## src/rtl/vga_regfile.sv

```systemverilog
// vga_regfile: native-side register file for the VGA controller.
// Holds staged control/colour registers that become active only at frame
// boundaries (or immediately while the display is disabled), sticky W1C
// status flags, a frame counter, an interrupt enable mask and the IRQ line.
// Read data is registered and reflects register values before any
// same-cycle update.
module vga_regfile #(
    parameter int DATA_WIDTH = 32,
    parameter int ADDR_WIDTH = 4
) (
    input  logic                  clk_i,
    input  logic                  arst_n_i,
    input  logic [ADDR_WIDTH-1:0] addr_write_i,
    input  logic [DATA_WIDTH-1:0] data_i,
    input  logic                  write_en_i,
    input  logic [ADDR_WIDTH-1:0] addr_read_i,
    input  logic                  read_en_sync_i,
    output logic [DATA_WIDTH-1:0] data_o,
    input  logic                  frame_end_i,
    input  logic                  underflow_i,
    output logic                  enable_o,
    output logic                  test_pattern_o,
    output logic [1:0]            pattern_sel_o,
    output logic [11:0]           fg_color_o,
    output logic [11:0]           bg_color_o,
    output logic                  irq_o
);

    localparam logic [ADDR_WIDTH-1:0] ADDR_CTRL   = ADDR_WIDTH'(0);
    localparam logic [ADDR_WIDTH-1:0] ADDR_FG     = ADDR_WIDTH'(1);
    localparam logic [ADDR_WIDTH-1:0] ADDR_BG     = ADDR_WIDTH'(2);
    localparam logic [ADDR_WIDTH-1:0] ADDR_STATUS = ADDR_WIDTH'(3);
    localparam logic [ADDR_WIDTH-1:0] ADDR_FCNT   = ADDR_WIDTH'(4);
    localparam logic [ADDR_WIDTH-1:0] ADDR_IRQEN  = ADDR_WIDTH'(5);

    // Staged (software-visible) registers
    logic [3:0]            ctrl_q,   ctrl_d;
    logic [11:0]           fg_q,     fg_d;
    logic [11:0]           bg_q,     bg_d;
    // Active copies driving the outputs
    logic [3:0]            act_ctrl_q, act_ctrl_d;
    logic [11:0]           act_fg_q,   act_fg_d;
    logic [11:0]           act_bg_q,   act_bg_d;
    // Status, counter, interrupt
    logic [1:0]            status_q, status_d;
    logic [31:0]           fcnt_q,   fcnt_d;
    logic [1:0]            irq_en_q, irq_en_d;
    logic                  irq_q,    irq_d;
    logic [DATA_WIDTH-1:0] rdata_q,  rdata_d;

    logic act_enable;
    logic activate;
    logic counted_frame;
    logic [1:0] w1c_mask;

    assign act_enable    = act_ctrl_q[0];
    // While idle the staged values flow straight through so setup is immediate.
    assign activate      = frame_end_i || !act_enable;
    assign counted_frame = frame_end_i && act_enable;
    assign w1c_mask      = (write_en_i && addr_write_i == ADDR_STATUS) ? data_i[1:0] : 2'b00;

    // Next-state for writes, activation, status, counter and interrupt
    always_comb begin
        ctrl_d     = ctrl_q;
        fg_d       = fg_q;
        bg_d       = bg_q;
        irq_en_d   = irq_en_q;
        act_ctrl_d = act_ctrl_q;
        act_fg_d   = act_fg_q;
        act_bg_d   = act_bg_q;
        fcnt_d     = fcnt_q;

        if (write_en_i) begin
            case (addr_write_i)
                ADDR_CTRL:  ctrl_d   = data_i[3:0];
                ADDR_FG:    fg_d     = data_i[11:0];
                ADDR_BG:    bg_d     = data_i[11:0];
                ADDR_IRQEN: irq_en_d = data_i[1:0];
                default:    ;
            endcase
        end

        // Activation copies the staged value as it stood before this cycle's write.
        if (activate) begin
            act_ctrl_d = ctrl_q;
            act_fg_d   = fg_q;
            act_bg_d   = bg_q;
        end

        if (counted_frame) begin
            fcnt_d = fcnt_q + 32'd1;
        end

        // Clear first, then set, so a coincident set wins.
        status_d = (status_q & ~w1c_mask) | {underflow_i, counted_frame};
        irq_d    = |(status_q & irq_en_q);
    end

    // Read mux: samples current register values before same-cycle updates
    always_comb begin
        rdata_d = rdata_q;
        if (read_en_sync_i) begin
            rdata_d = '0;
            case (addr_read_i)
                ADDR_CTRL:   rdata_d[3:0]  = ctrl_q;
                ADDR_FG:     rdata_d[11:0] = fg_q;
                ADDR_BG:     rdata_d[11:0] = bg_q;
                ADDR_STATUS: rdata_d[1:0]  = status_q;
                ADDR_FCNT:   rdata_d[31:0] = fcnt_q;
                ADDR_IRQEN:  rdata_d[1:0]  = irq_en_q;
                default:     rdata_d       = '0;
            endcase
        end
    end

    // Register update with synchronous active-low reset
    always_ff @(posedge clk_i) begin
        if (!arst_n_i) begin
            ctrl_q     <= '0;
            fg_q       <= '0;
            bg_q       <= '0;
            act_ctrl_q <= '0;
            act_fg_q   <= '0;
            act_bg_q   <= '0;
            status_q   <= '0;
            fcnt_q     <= '0;
            irq_en_q   <= '0;
            irq_q      <= 1'b0;
            rdata_q    <= '0;
        end else begin
            ctrl_q     <= ctrl_d;
            fg_q       <= fg_d;
            bg_q       <= bg_d;
            act_ctrl_q <= act_ctrl_d;
            act_fg_q   <= act_fg_d;
            act_bg_q   <= act_bg_d;
            status_q   <= status_d;
            fcnt_q     <= fcnt_d;
            irq_en_q   <= irq_en_d;
            irq_q      <= irq_d;
            rdata_q    <= rdata_d;
        end
    end

    assign data_o         = rdata_q;
    assign enable_o       = act_ctrl_q[0];
    assign test_pattern_o = act_ctrl_q[1];
    assign pattern_sel_o  = act_ctrl_q[3:2];
    assign fg_color_o     = act_fg_q;
    assign bg_color_o     = act_bg_q;
    assign irq_o          = irq_q;

endmodule

```

## config.mk

```make
export PLATFORM = sky130hd
export DESIGN_NAME = vga_regfile
export DESIGN_NICKNAME = d
export VERILOG_FILES = /design/src/rtl/vga_regfile.sv
export SDC_FILE = /design/constraint.sdc
export NUM_CORES = 1
export LEC_CHECK = 0
export ABC_AREA = 1
export BUFFER_PORTS_ARGS = -buffer_cell sky130_fd_sc_hd__buf_2
export CORE_MARGIN = 2
export CORE_UTILIZATION = 51
export CTS_BUF_LIST = sky130_fd_sc_hd__clkbuf_2
export DETAILED_ROUTE_END_ITERATION = 10
export PLACE_DENSITY = 0.82
export SYNTH_ARGS = -nofsm -noshare
export SYNTH_HDL_FRONTEND = slang
export SYNTH_SLANG_ARGS = --single-unit
```

## constraint.sdc

```tcl
create_clock -name clk_i -period 1.25 [get_ports clk_i]
set_input_delay 0.125 -clock clk_i [delete_from_list [all_inputs] [get_ports clk_i]]
set_output_delay 0.125 -clock clk_i [all_outputs]
set_load 0.05 [all_outputs]
```

==> impl_results.md <==
* # setup viols final at 96
* Avg Inst Size Synth at 7.17 um2
* Clock Power Share at 0.348
* Die Width at 107 um
* Initial drt markers at 881
* Port Buffers at 86
* Layout overhead on the synthesized area at 50.7%
* Fmax at 640 MHz
* Post-Place Cells at 998
* Fill count at 558
* Mapped Nets at 796
* CP Data Arrival Time at 2.25 ns
* Global Route met3 Usage at 0.0729
* Clk_skew at 0.0647 ns
* Sw power at 2.46 mW
* Yosys warning count at 0
* Nature of the critical path startpoint: register
* Worst hold slack at 0.000406 ns
* Slowest CP cell: dfxtp_4
* Setup ws final at -0.313 ns
* Delay-heaviest family, CP: simple AND/OR/NAND/NOR gates
* Flops & latches, synth at 125
* Clk root buf: clkbuf_2
* Longest Clk Path Bufs at 2
* Crit path from: fcnt_q[3]
* Chip Height at 107 um
* Die footprint at 11400 um2
* Via density at 6.21
* RSZ-0062 raised after global routing: true
* Leak at 3.35 nW
* TritonCTS clock tree: yes
* Failing checks: setup timing
* Post-Route WL at 22000 um
* Residual DRC at 0
* Buf/Inv on CP at 3
* Final Util at 0.788
* Cells after synthesis at 749
* Final min period at 1.56 ns
* Vias in the first global route at 5683
* GRT Overall Usage at 0.298
* Initial antenna violation count at 1
* Global-route wire length before repair at 26800 um
* Pwr/cell area at 945 nW/um2
* Worst min path class: in -> reg
* Status: finished, violations left
* Flop pwr share at 0.538
* Mapped cell area at 5370 um2
* CTS Buf Count at 17
* Final cell count without fillers at 1084
* Nets at 981
* Max stage delay on crit path at 0.46 ns
* Pins Over Slew Limit at 0
* Maxcap violations at 0
* Max VDD drop at 0.638 mV
* Vias at 6733
* Crit-path cells: buf_12, inv_1, nor2_1, nand3_2, nor2_4, nand3_2, nand2_1, inv_1, nor2_1
* Global routing usage on met2 at 0.508
* Gpl congestion at 0.869
* Ports at 107
* Largest net degree at the start of global routing at 47
* Library cells used by synthesis at 26
* H-tree depth at 4
* Critical Path End Type: register
* Antenna viol nets, final at 0
* Share of total power in combinational logic at 0.113
* Worst-margin pin slew at 0.520 ns
* Sequential share of the synthesized area at 0.466
* Busiest grt layer: met2
* Final Power at 7.65 mW
* Share of layout cells above drive strength 1 at 0.392
* Max FO, Critical Path at 4
* Place WS at -0.108 ns
* Num rows at 37
* DP HPWL at 9090 um
* First-pass iteration count of the detailed router at 9
* Core Footprint at 10300 um2
* Switching Fraction at 0.322
* Critical hold path startpoint: addr_write_i[0]
* Worst skew pair latency at 0.78 ns
* Clock Sinks at 125
* Int Power at 5.19 mW
* WL/cell at 20.3 um
* Clock slew seen by the registers of the worst setup and hold paths at 0.21 ns
* GR Util met1 at 0.342
* FF-to-FF Start: fcnt_q[3]
* Slew margin rel. at 0.650
* Gr ovfl total at 0
* Final Hold Vio Count at 0
* Initial core utilization at 0.523
* Fin crit share at 1.25
* Worst setup path class: reg -> reg
* CP required at 1.94 ns
cells in the mapped netlist:
cell type  count  area (um2)
nand4_1        8        50.1
inv_1         72         270
a211oi_1       1        7.51
o21ai_0       99         495
o21a_1         1        7.51
nand2_1      140         526
ha_1           1        12.5
o21ai_1        1        5.00
nand2_2        4        25.0
nand3_1       48         240
nor3_1         3        15.0
a21oi_1       90         450
buf_6          4        45.0
xor2_1         2        17.5
nor2_1        95         357
dfxtp_1      125        2500
nand3_2        3        30.0
inv_2          4        15.0
nand2_4        1        11.3
xnor2_1        1        8.76
nand4_2        1        12.5
buf_2          6        30.0
clkbuf_1      22        82.6
nor2_4         9         101
nor3_2         1        10.0
nor2_2         7        43.8
state kept, by name (all words and copies together), names as in the netlist, 4 cells and up:
| name | flops |
|---|---|
| bg_color_o | 12 |
| ctrl_q | 4 |
| fg_color_o | 12 |
| fg_q | 12 |
| act_ctrl_q | 4 |
| bg_q | 12 |
| fcnt_q | 32 |
| data_o | 32 |
per-stage QoR:
stage,instance area [um2],setup TNS [ns]
3_3_place_gp,6320,-0.596
2_1_floorplan,5410,-0.00782
6_report,8100,-15.95
4_1_cts,7580,-8.34
5_1_grt,8100,-19.55
3_5_place_dp,6320,-1.18
power groups by stage:
| stage | sequential [mW] | clock [mW] | combinational, mW |
|---|---|---|---|
| finish | 4.12 | 2.66 | 0.867 |
| global route | 4.12 | 2.82 | 0.900 |
| CTS | 4.12 | 2.57 | 0.747 |
| detailed placement | 4.18 | 0 | 0.605 |
| global placement | 4.18 | 0 | 0.596 |
| floorplan | 4.35 | 0 | 0.241 |
placed cells by master (no fill, tap or decap), types with 2 or more instances in the layout:
cell	instances
dlygate4sd3_1	32
clkinv_2	2
o21ai_0	86
nand2_1	120
buf_2	25
buf_12	4
dfxtp_1	42
inv_8	3
inv_2	8
dfxtp_4	13
dfxtp_2	70
nand4_1	8
a21oi_2	2
buf_8	43
nand2_4	6
o21ai_1	9
inv_4	3
buf_4	61
nand3_4	4
buf_6	30
nand3_2	11
nor2_2	8
nand3_1	36
clkbuf_2	17
a21oi_1	88
nand2_2	18
inv_1	63
dlymetal6s4s_1	2
nor2_4	18
nor3_1	3
o21ai_2	5
clkinvlp_4	3
inv_6	8
nor2_1	85
logic make-up after synthesis:
logic type      Yosys count  share of synthesized area
buf+inv                 108                     0.0825
flops                   125                      0.466
compound gates          192                      0.180
xor+xnor                  3                    0.00489
simple gates            320                      0.265
fa+ha+maj                 1                    0.00233
cell type report:
class | instances | area [um2] | share of cell area
Clock inverter | 15 | 150 | 0.0185
Antenna cell | 1 | 2.50 | 0.000309
Multi-Input combinational cell | 516 | 2750 | 0.340
Inverter | 76 | 302 | 0.0372
Timing Repair Buffer | 198 | 2000 | 0.247
Tap cell | 136 | 170 | 0.0210
Sequential cell | 125 | 2640 | 0.326
Clock buffer | 17 | 85.1 | 0.0105
worst min-delay path: stages:
cell and delay [ns]:
buf_2 0.10, inv_2 0.04, nand4_1 0.11, buf_6 0.16, o21ai_0 0.08, a21oi_1 0.10
timing repair:
item,CTS,global route
cloned,0,1
setup buffers,5,14
pin swaps,17,32
hold endpoints to repair,121,7
endpoints found under the setup margin,91,106
gates resized for setup,250,117
hold buffers,31,5
worst paths after layout:
path              endpoint  slack, ns  cells past startpoint
max             fcnt_q[30]      -0.31                      9
min                bg_q[0]     0.0004                      6
min reg2reg  bg_color_o[0]       0.48                      2
max reg2reg     fcnt_q[30]      -0.31                      9
routing by layer:
| layer | routed length (um) | vias up |
|---|---|---|
| met5 | 0 | - |
| met4 | 2180 | 0 |
| met3 | 2370 | 227 |
| met2 | 10000 | 643 |
| met1 | 7410 | 3044 |
| li1 | - | 2819 |
(Power assumes the default switching activity.)
